--- config.mk ---
export PLATFORM = sky130hd
export DESIGN_NAME = enemy_hit_tracker
export DESIGN_NICKNAME = d
export VERILOG_FILES = /design/src/rtl/afg_pkg.sv /design/src/rtl/hitbox_cmp.sv /design/src/rtl/enemy_hit_tracker.sv
export SDC_FILE = /design/constraint.sdc
export NUM_CORES = 1
export LEC_CHECK = 0
export CAP_MARGIN = 10
export CORE_ASPECT_RATIO = 1.4
export CORE_MARGIN = 2
export CORE_UTILIZATION = 55
export DETAILED_ROUTE_END_ITERATION = 10
export PLACE_DENSITY_LB_ADDON = 0.15
export SLEW_MARGIN = 20
export SYNTH_ARGS = -nofsm -noshare
export SYNTH_HDL_FRONTEND = slang
export SYNTH_HIERARCHICAL = 1
export SYNTH_SLANG_ARGS = --single-unit
export TNS_END_PERCENT = 5
--- constraint.sdc ---
create_clock -name frame_clk -period 15.1 [get_ports frame_clk]
set_input_delay 3.775 -clock frame_clk [delete_from_list [all_inputs] [get_ports frame_clk]]
set_output_delay 3.775 -clock frame_clk [all_outputs]
set_load 0.005 [all_outputs]
--- src/rtl/afg_pkg.sv ---
// Shared types and constants for the game-logic blocks (enemy trackers, hitbox checks).
package afg_pkg;

  typedef logic [9:0] coord_t;

  typedef enum logic [2:0] {
    IDLE,
    ALIVE,
    FLASH,
    EXPLODE,
    DEAD
  } state_t;

  localparam logic [5:0] LVL_START = 6'b000001;
  localparam logic [5:0] LVL_1     = 6'b000010;
  localparam logic [5:0] LVL_2     = 6'b000100;

  // Larger minus smaller, so the 10-bit difference never wraps.
  function automatic coord_t abs_diff(input coord_t a, input coord_t b);
    return (a >= b) ? coord_t'(a - b) : coord_t'(b - a);
  endfunction

endpackage

--- src/rtl/hitbox_cmp.sv ---
// Combinational box overlap: true when point b lies within +/-half of point a on both axes.
module hitbox_cmp
  import afg_pkg::*;
(
  input  logic [9:0] ax,
  input  logic [9:0] ay,
  input  logic [9:0] bx,
  input  logic [9:0] by,
  input  logic [9:0] half_w,
  input  logic [9:0] half_h,
  output logic       overlap
);

  coord_t dx, dy;

  assign dx      = abs_diff(ax, bx);
  assign dy      = abs_diff(ay, by);
  assign overlap = (dx <= half_w) && (dy <= half_h);

endmodule

--- src/rtl/enemy_hit_tracker.sv ---
// Per-enemy hit/health/explosion tracker: consumes enemy and bullet positions,
// produces sprite selection, bullet retire and kill/dead flags.
module enemy_hit_tracker
  import afg_pkg::*;
#(
  parameter int HP           = 2,
  parameter int HALF_W       = 25,
  parameter int HALF_H       = 30,
  parameter int FLASH_FRAMES = 4,
  parameter int EXPL_FRAMES  = 6
) (
  input  logic       frame_clk,
  input  logic       Reset,
  input  logic [5:0] level,
  input  logic [5:0] jetlevel,
  input  logic [9:0] EnemyX,
  input  logic [9:0] EnemyY,
  input  logic [9:0] BulletX,
  input  logic [9:0] BulletY,
  input  logic       bullet_active,
  output logic       enemy_visible,
  output logic       exploding,
  output logic [1:0] expl_step,
  output logic       bullet_hit,
  output logic       kill_pulse,
  output logic       enemy_dead
);

  localparam int TW = 8;

  state_t          state, state_nx;
  logic [TW-1:0]   timer, timer_nx;
  logic [2:0]      health, health_nx;
  logic [1:0]      step, step_nx;
  logic            hit_nx, kill_nx;
  logic            overlap, match, start;

  hitbox_cmp u_hitbox (
    .ax      (EnemyX),
    .ay      (EnemyY),
    .bx      (BulletX),
    .by      (BulletY),
    .half_w  (10'(HALF_W)),
    .half_h  (10'(HALF_H)),
    .overlap (overlap)
  );

  assign start = (level == LVL_START);
  assign match = (level == jetlevel);

  always_comb begin
    state_nx  = state;
    timer_nx  = timer;
    health_nx = health;
    step_nx   = step;
    hit_nx    = 1'b0;
    kill_nx   = 1'b0;
    // Start screen wins over anything the enemy is doing, including a hit.
    if (start) begin
      state_nx  = IDLE;
      timer_nx  = '0;
      health_nx = 3'(HP);
      step_nx   = '0;
    end else begin
      case (state)
        IDLE: if (match) state_nx = ALIVE;
        ALIVE: begin
          if (match && bullet_active && overlap) begin
            hit_nx   = 1'b1;
            timer_nx = '0;
            if (health == 3'd1) begin
              state_nx  = EXPLODE;
              health_nx = '0;
              step_nx   = '0;
              kill_nx   = 1'b1;
            end else begin
              state_nx  = FLASH;
              health_nx = health - 3'd1;
            end
          end
        end
        FLASH: begin
          if (match) begin
            if (timer == TW'(FLASH_FRAMES - 1)) begin
              state_nx = ALIVE;
              timer_nx = '0;
            end else begin
              timer_nx = timer + 1'b1;
            end
          end
        end
        // The explosion runs to completion even if the level changes underneath it.
        EXPLODE: begin
          if (timer == TW'(EXPL_FRAMES - 1)) begin
            timer_nx = '0;
            if (step == 2'd3) state_nx = DEAD;
            else              step_nx  = step + 2'd1;
          end else begin
            timer_nx = timer + 1'b1;
          end
        end
        DEAD: ;
        default: state_nx = IDLE;
      endcase
    end
  end

  always_ff @(posedge frame_clk) begin
    if (Reset) begin
      state      <= IDLE;
      timer      <= '0;
      health     <= 3'(HP);
      step       <= '0;
      bullet_hit <= 1'b0;
      kill_pulse <= 1'b0;
    end else begin
      state      <= state_nx;
      timer      <= timer_nx;
      health     <= health_nx;
      step       <= step_nx;
      bullet_hit <= hit_nx;
      kill_pulse <= kill_nx;
    end
  end

  // Flash blink follows the frame counter: frame 0 hidden, frame 1 shown, ...
  assign enemy_visible = match && !start &&
                         ((state == ALIVE) || ((state == FLASH) && timer[0]));
  assign exploding     = (state == EXPLODE);
  assign expl_step     = exploding ? step : 2'd0;
  assign enemy_dead    = (state == DEAD);

endmodule

Word level (Yosys, flattened, before mapping)

Cells that the tools add are included.
W data, S select, Z words.

Mux-type cells: 24
Equality and inequality tests: 18
Magnitude comparators: 4
Reductions and logical operators: 18
Bitwise logic cells: 3
$add $sub $neg: 7

Operators by type and width:

| operator              | number |
|---|---|
| $sub A10 B10 Y10      | 4 |
| $mux W8               | 4 |
| $pmux W8 S3           | 1 |
| $mux W3               | 7 |
| $ge A10 B10 Y1        | 2 |
| $le A10 B5 Y1 const B | 2 |
| $mux W10              | 2 |
| $pmux W3 S5           | 1 |
| $ne A2 B2 Y1 const B  | 6 |
| $mux W2               | 5 |
| $add A8 B1 Y8 const B | 1 |
| $eq A8 B2 Y1 const B  | 1 |
| $eq A8 B3 Y1 const B  | 1 |
| $reduce_and A7 Y1     | 1 |
| $eq A3 B1 Y1 const B  | 2 |
| $eq A3 B2 Y1 const B  | 2 |
| $eq A6 B1 Y1 const B  | 1 |
| $eq A6 B6 Y1          | 1 |
| $logic_and A1 B1 Y1   | 6 |
| $reduce_and A5 Y1     | 1 |
| $ne A2 B1 Y1 const B  | 2 |
| $pmux W2 S2           | 1 |
| $reduce_or A4 Y1      | 1 |
| $eq A3 B3 Y1 const B  | 1 |
| 14 further kinds      | 18 |

Output and inout port bits: 7
Logic and storage cells: 80
Register bits: 18
Bits of input ports: 55

Depth between registers and ports, before layout

Depth in word-level cells: 7
Gate-level depth with buffers: 22
Mapped depth without buffers: 21

By module

The synthesis kept the hierarchy.

Modules (own cells, without submodules):

| module            | area an instance (um2) | times used | sequential area each (um2) | cells each |
|---|---|---|---|---|
| hitbox_cmp        | 2309.7                 | 1          | 0.0                        | 315 |
| enemy_hit_tracker | 1149.9                 | 1          | 360.3                      | 138 |

Least setup slack after synthesis

Ideal clock, no wire load.

Path kind: in2out
Start point: in level[4]
End point: out enemy_visible
Path buffers: 0
Arrival: 4.813 ns
Stages on the path: 4
Data required time: 11.325 ns
Slack: 6.512 ns
Cells stage by stage: xor2_1 > nor4_4 > nand2_1 > a2111oi_0

Cells in the longest elaborated chain, start to end: 4
Elaborated cells on any way between the ends: 5
Classes of those cells: eq/ne (2); reduce/logical (3)

Ends and longest elaborated chain:

| element                             | RTL line                 | text |
|---|---|---|
| start: declaration                  | enemy_hit_tracker.sv:14  | `input logic [5:0] level,` |
| $eq A6 B1 Y1                        | enemy_hit_tracker.sv:48  | `assign start = (level == LVL_START);` |
| $logic_not A1 Y1                    | enemy_hit_tracker.sv:127 | `assign enemy_visible = match && !start &&` |
| $logic_and A1 B1 Y1 * (2 in series) | enemy_hit_tracker.sv:127 |  |
| end: declaration                    | enemy_hit_tracker.sv:21  | `output logic enemy_visible,` |

Every way passes the cells marked *; elsewhere a longest branch is shown, timed or not.

Worst setup path in the final report

Ends and elaborated chain as after synthesis.

==> reports/results.tsv <==
stage	metric	value	unit
timing	finalHoldViolCount	0	
power_and_ir_drop	switching_share	38.7	%
detailed_routing	ant_nets	0	
hold_path	hold_path.class	flop to flop	
power_and_ir_drop	pwr-share-seq	21.9	%
power_and_ir_drop	internal-power	0.134	mW
worst_setup_path	endpoint_kind	output pin	
worst_setup_path	crit_arrival	6.04	ns
hold_path	worstHoldStart	timer[7]$_SDFFE_PP0P_	
finish	area_growth	21.6	%
timing	tightest_slew	0.804	ns
timing	rsz0062_at_grt	no	
floorplan	die_height	97.8	um
global_route	grtUsageTotal	23.4	%
yosys	synth_area	3460	um^2
clock_network	clock_path_buffers	2	
power_and_ir_drop	leakagePower	2.02	nW
clock_network	cts.sinks	18	
worst_setup_path	rr_startpoint	timer[0]$_SDFFE_PP0P_	
detailed_routing	wire_per_inst	13.2	um
finish	final_core_util	68.2	%
timing	tns	0	ns
timing	skew	0.00711	ns
global_route	grt_pass1_vias	3330	
yosys	synthFlopType	dfxtp_1	
detailed_routing	dr.pass1.iters	4	
placement	routabilityCongestion	0.920	
global_route	grt_start_max_net_pins	15	
clock_network	cts_repair_resize_count	0	
floorplan	die_area	6950	um^2
worst_setup_path	cp_max_fo	6	
clock_network	postCtsSetupBuffers	0	
detailed_routing	drtIter0Drc	157	
global_route	grt_pass1_wl	13.9	mm
global_route	antenna_found_initial	0	
status	status	finished clean	
clock_network	clockRootBuffer	clkbuf_8	
detailed_routing	avgViaCountPerCell	5.68	
yosys	synth_area_per_cell	7.64	um^2
floorplan	num_rows	34	
placement	dp_hpwl	6.50	mm
yosys	yosysWarnings	6	
flow_run	max_cap_viol_count	0	
clock_network	clkTransAtPathRegs	0.08	ns
finish	drive_gt1_share	4.60	%
power_and_ir_drop	irDropWorstVdd	0.0271	mV
timing	slew_headroom	46.2	%
finish	final_cell_mix	76 x inv_1, 63 x ha_1, 61 x clkdlybuf4s50_1	
timing	timing.fmax	102	MHz
yosys	ys_ff_latch	18	
worst_setup_path	worstSetupPathType	input pin to output pin	
clock_network	cts_tree	built	
clock_network	cts.htree.levels	1	
global_route	gr-total-overflow	0	
worst_setup_path	crit_start	level[4]	
clock_network	cts_made_buffers	3	
yosys	async_flop_share	0	%
detailed_routing	wirelength	7.87	mm
power_and_ir_drop	switching_power	0.0844	mW
yosys	ys_types	64	
finish	diodes	0	
floorplan	ios	62	
power_and_ir_drop	power_density	51.9	nW/um^2
floorplan	core_area	6170	um^2
worst_setup_path	worst_ep_required_time	11.32	ns
yosys	synth_edf_count	0	
placement	io_buffers	61	
floorplan	start_util	56.1	%
timing	period_share	65.0	%
clock_network	clk_latency	0.26	ns
detailed_routing	drc	0	
power_and_ir_drop	p_comb_share	59.3	%
detailed_routing	dr_total_vias	3372	
timing	period_needed	9.82	ns
finish	fin_nets	645	
clock_network	hold_buffers	0	
timing	finalSetupViolCount	0	
worst_setup_path	crit_path_start_kind	input pin	
yosys	yosysSeqAreaShare	10.4	%
timing	finalMaxSlewViolations	0	
floorplan	die_w	71.0	um
finish	mostFrequentLayoutCell	inv_1	
yosys	synthesis.instances	453	
power_and_ir_drop	clkPwrFrac	18.8	%
worst_setup_path	r2r_slack	12.85	ns
[logic make-up (layout without fill, tap and decap cells)]
| logic type | Yosys count | count (layout) | share of synthesized area (%) |
|---|---|---|---|
| compound gates | 124 | 124 | 24.2 |
| xor+xnor | 20 | 20 | 5.06 |
| fa+ha+maj | 67 | 67 | 25.1 |
| buf+inv | 90 | 141 | 10.5 |
| flops | 18 | 18 | 10.4 |
| mux | 22 | 22 | 6.47 |
| other cells | 2 | 20 | 0.217 |
| simple gates | 110 | 110 | 18.1 |
[synthesized netlist by cell type (all sizes together) (3+ instances only)]
cell | count | area (um^2)
nand4 | 8 | 50.1
nand3 | 18 | 90.1
ha | 63 | 788
nand3b | 3 | 22.5
a211oi | 7 | 70.1
dfxtp | 18 | 360
mux2i | 19 | 190
a21o | 18 | 136
buf | 10 | 62.6
xnor2 | 8 | 70.1
o211ai | 3 | 27.5
nor2b | 4 | 25.0
and2 | 4 | 25.0
clkbuf | 4 | 15.0
xor2 | 12 | 105
and3 | 5 | 32.5
or3 | 5 | 31.3
nand2 | 17 | 63.8
a31oi | 6 | 52.6
nor3 | 7 | 35.0
or4b | 3 | 30.0
or4 | 4 | 33.8
a21oi | 40 | 200
nand2b | 6 | 37.5
fa | 4 | 80.1
o21ai | 23 | 115
o21a | 3 | 22.5
mux2 | 3 | 33.8
nor2 | 17 | 66.3
inv | 76 | 285
[path summary, 6_finish.rpt]
| kind | endpoint | depth (start not counted) |
|---|---|---|
| worst max-delay path | enemy_visible | 6 |
| worst min-delay path | timer[7]$_SDFFE_PP0P_ | 2 |
| worst max register to register | state[0]$_SDFFE_PP0P_ | 6 |
| worst min register to register | timer[7]$_SDFFE_PP0P_ | 2 |
[flip-flops by register name (all words and copies together), names as in the netlist]
register and cells:
timer 8, health 3, step 2, state 3
kill_pulse 1, bullet_hit 1
[worst max-delay path: stages]
cell and delay (ns):
clkdlybuf4s50_1 0.43, xor2_1 0.20, nor4_4 0.43, nand2_1 0.08, a2111oi_0 0.50, clkdlybuf4s50_1 0.62
[layout make-up]
cell class                 instances  area [um^2]
inverter                          76          285
fill                             576         1960
sequential                        18          360
tap                               72         90.1
clock buffer                       4         55.1
timing repair buffer              61          611
multi-input combinational        363         2800
[layer usage]
layer / wire, um / share of wire, % / global-route usage, % / vias to the layer above
met2: 4290 / 55 / 46.3 / 87
met1: 3160 / 40 / 25.5 / 1546
met3: 247 / 3.1 / 1.96 / 16
li1: - / - / - / 1723
met5: 0 / 0 / 0 / -
met4: 161 / 2.0 / 7.11 / 0
[metrics by stage]
step	hold slack (ns)	setup slack, ns	cells	cell area [um^2]	power [mW]
detailed placement	0.478	5.29	590	4150	0.177
CTS	0.490	5.29	594	4210	0.218
finish	0.488	5.28	594	4210	0.218
floorplan	0.452	6.51	471	3530	0.142
global route	0.516	5.08	594	4210	0.237
global placement	0.463	5.25	590	4150	0.173
[power by group through the flow]
stage               clock network (mW)  logic (mW)  registers [mW]
floorplan                            0      0.0929          0.0488
global placement                     0       0.124          0.0489
detailed placement                   0       0.128          0.0489
CTS                             0.0412       0.129          0.0478
global route                    0.0428       0.147          0.0478
finish                          0.0409       0.129          0.0478
(Power assumes the default switching activity.)
==> variant: new RTL, same settings <==
Reset style: asynchronous (`Reset`), changed in one clocked block.
--- a/src/rtl/enemy_hit_tracker.sv
+++ b/src/rtl/enemy_hit_tracker.sv
@@ -105,7 +105,7 @@
     end
   end
 
-  always_ff @(posedge frame_clk) begin
+  always_ff @(posedge frame_clk or posedge Reset) begin
     if (Reset) begin
       state      <= IDLE;
       timer      <= '0;
Behaviour: differs if Reset is asserted again (counterexample within 4 cycles, from zero or initial values and one cycle with Reset high); with Reset held inactive, the same outputs for 10 cycles.
==> variant against the unedited design <==
- count of clock-buffer cells in the layout unchanged
- non-clock buffer count unchanged
- largest cell class unchanged
- routed wire length down 9.3%
- maximum frequency up 2.0%
- critical path depth unchanged
- setup slack better by 0.19 ns
- synthesized area up 0.33%
- core utilization down 0.39 points
- critical endpoint unchanged
- power up 19%
- synthesized cell count down 4.6%
- cell area down 0.57%
- sequential cell count unchanged
- via count down 2.9%
- combinational power up 24%
==> variant: results (changes against the unedited design) <==
| Metric | Value |
|---|---|
| Status | `finished clean` |
| Worst-path clk slew | `0.06 ns (-0.02 ns)` |
| Peak supply drop | `0.00002624 V (-3.1%)` |
| FFs w/ async S/R, synth | `1.000 (+1.000)` |
| Crit path max-delay cell type | `clkdlybuf4s50_1` |
| WP data arrival | `5.85 ns (-0.19 ns)` |
| Crit-path max cell delay | `0.57 ns (-0.05 ns)` |
| Non-Filler Instances | `573 (-3.5%)` |
| Post-synthesis sequential area ratio | `0.1301 (+0.02598)` |
| Largest net degree at the start of global routing | `19 (+4)` |
| Final setup TNS | `0 ns (unchanged)` |
| First DRT Iteration DRCs | `123 (-22%)` |
| Diode count | `0 (unchanged)` |
| H-tree depth reported by CTS | `1 (unchanged)` |
| DR vias/cell | `5.716 (+0.68%)` |
| Setup slack, reg-to-reg | `12.99 ns (+0.14 ns)` |
| Worst rel slew slack | `0.3840 (-0.07754)` |
| Min-delay src | `health[1]$_DFFE_PP1P_` |
| CTS root buf | `clkbuf_8` |
| Clk_lat worst skew | `0.26 ns (about the same)` |
| Initial antenna violation count | `0 (unchanged)` |
| Reg2reg start | `timer[0]$_DFFE_PP0P_` |
| Worst Hold Endpoint | `health[1]$_DFFE_PP1P_` |
| Vias in the first global route | `3103 (-6.8%)` |
| Hpwl dp | `5985 µm (-8.0%)` |
| Hold path cells | `2 (unchanged)` |
| CP Max Fanout | `6 (unchanged)` |
| Pre-antenna DRT Iters | `5 (+1)` |
| Crit path from | `level[5]` |
| RD Place Congestion | `0.8223 (-11%)` |
| Predominant post-synthesis flop cell | `dfrtp_1` |
| Share of cells above drive strength 1 | `0.04990 (+0.003923)` |
| Distinct cells, synth | `67 (+4.7%)` |
| First-pass GRT wire length | `12490 µm (-9.9%)` |
| Clock skew | `0.007340 ns (+0.0002271 ns)` |
| RR Endpoint | `timer[6]$_DFFE_PP0P_` |
| Min-Delay Path Class | `flop to flop` |
| Synth Instances | `432 (-4.6%)` |
| Leakage Power | `2.143 nW (+6.3%)` |
| GRT overflow | `0 (unchanged)` |
| Yosys Warn Count | `6 (unchanged)` |
| Total GRT Usage | `0.2073 (-0.02668)` |
| Post CTS Setup Buffer Count | `0 (unchanged)` |
| Placed insts | `569 (-3.6%)` |
| Setup CP Type | `primary input to primary output` |
| Max clock buf depth | `2 (unchanged)` |
| Regs by FF count | `timer: 8 flops, health: 3 flops, state: 3 flops` |
| R2R depth | `6 (unchanged)` |
| Commonest cells post-synth | `inv_1, ha_1, a21oi_1` |
| Buffers on Ports | `61 (unchanged)` |
| DRT Wirelength | `7136 µm (-9.3%)` |
| CTS buffer count | `3 (unchanged)` |
| Top area cells in the synthesized netlist | `ha_1, dfrtp_1, inv_1` |
| Post-CTS Resized | `0 (unchanged)` |
| Fin nets | `624 (-3.3%)` |
==> variant: final cells by class <==
class	count	area [µm²]
fillers	549	1987
clock buffers	4	45.04
multi-input cells	344	2706
well taps	72	90.09
inverters	74	277.8
flip-flops and latches	18	451.7
repair buffers	61	610.6
==> variant: how the worst max path moves through the flow <==
stage                    endpoint  depth (start not counted)  slack, ns
floorplan           enemy_visible                          4       6.54
detailed placement  enemy_visible                          6       5.51
CTS                 enemy_visible                          6       5.51
global route        enemy_visible                          6       5.31
finish              enemy_visible                          6       5.47
global placement    enemy_visible                          6       5.49
==> variant: worst max-delay path: cells and delay by family <==
family	cells	cell delay (ns)
xor gates and xnor gates	1	0.19
AOI/OAI and AO/OA	1	0.30
and+or+nand+nor	2	0.58
buffers and inverters	2	1.00
==> variant: routing by layer <==
metal  global-route usage  vias up  wire (µm)
met2               0.4145       73       4036
li1                     -     1651          -
met1               0.2224     1542       2783
met5                    0        -          0
met3              0.01445        9        210
met4              0.06241        0        106
==> variant: metrics by stage <==
step / worst slack (ns) / hold slack [ns] / cell area, µm² / total power, mW
floorplan: 6.535 / 0.4813 / 3538 / 0.1847
global placement: 5.495 / 0.4981 / 4136 / 0.2196
detailed placement: 5.505 / 0.5012 / 4136 / 0.2241
CTS: 5.506 / 0.5117 / 4182 / 0.2603
global route: 5.307 / 0.5518 / 4182 / 0.2840
finish: 5.471 / 0.5100 / 4182 / 0.2605
==> variant: where the power goes <==
part | total [mW] | internal [mW] | switching [mW]
sequential | 0.0653 | 0.0548 | 0.0105
combinational | 0.160 | 0.0762 | 0.0839
clock | 0.0350 | 0.0188 | 0.0163
==> variant: logic make-up (layout without fill, tap and decap cells) <==
kind of cell,after synthesis,after routing,share of synthesized area
compound gates,114,114,0.2372
xor+xnor,22,22,0.05552
fa+ha+maj,67,67,0.2502
buf+inv,88,139,0.1096
flops,18,18,0.1301
mux,14,14,0.04290
other cells,2,20,0.002164
simple gates,107,107,0.1723
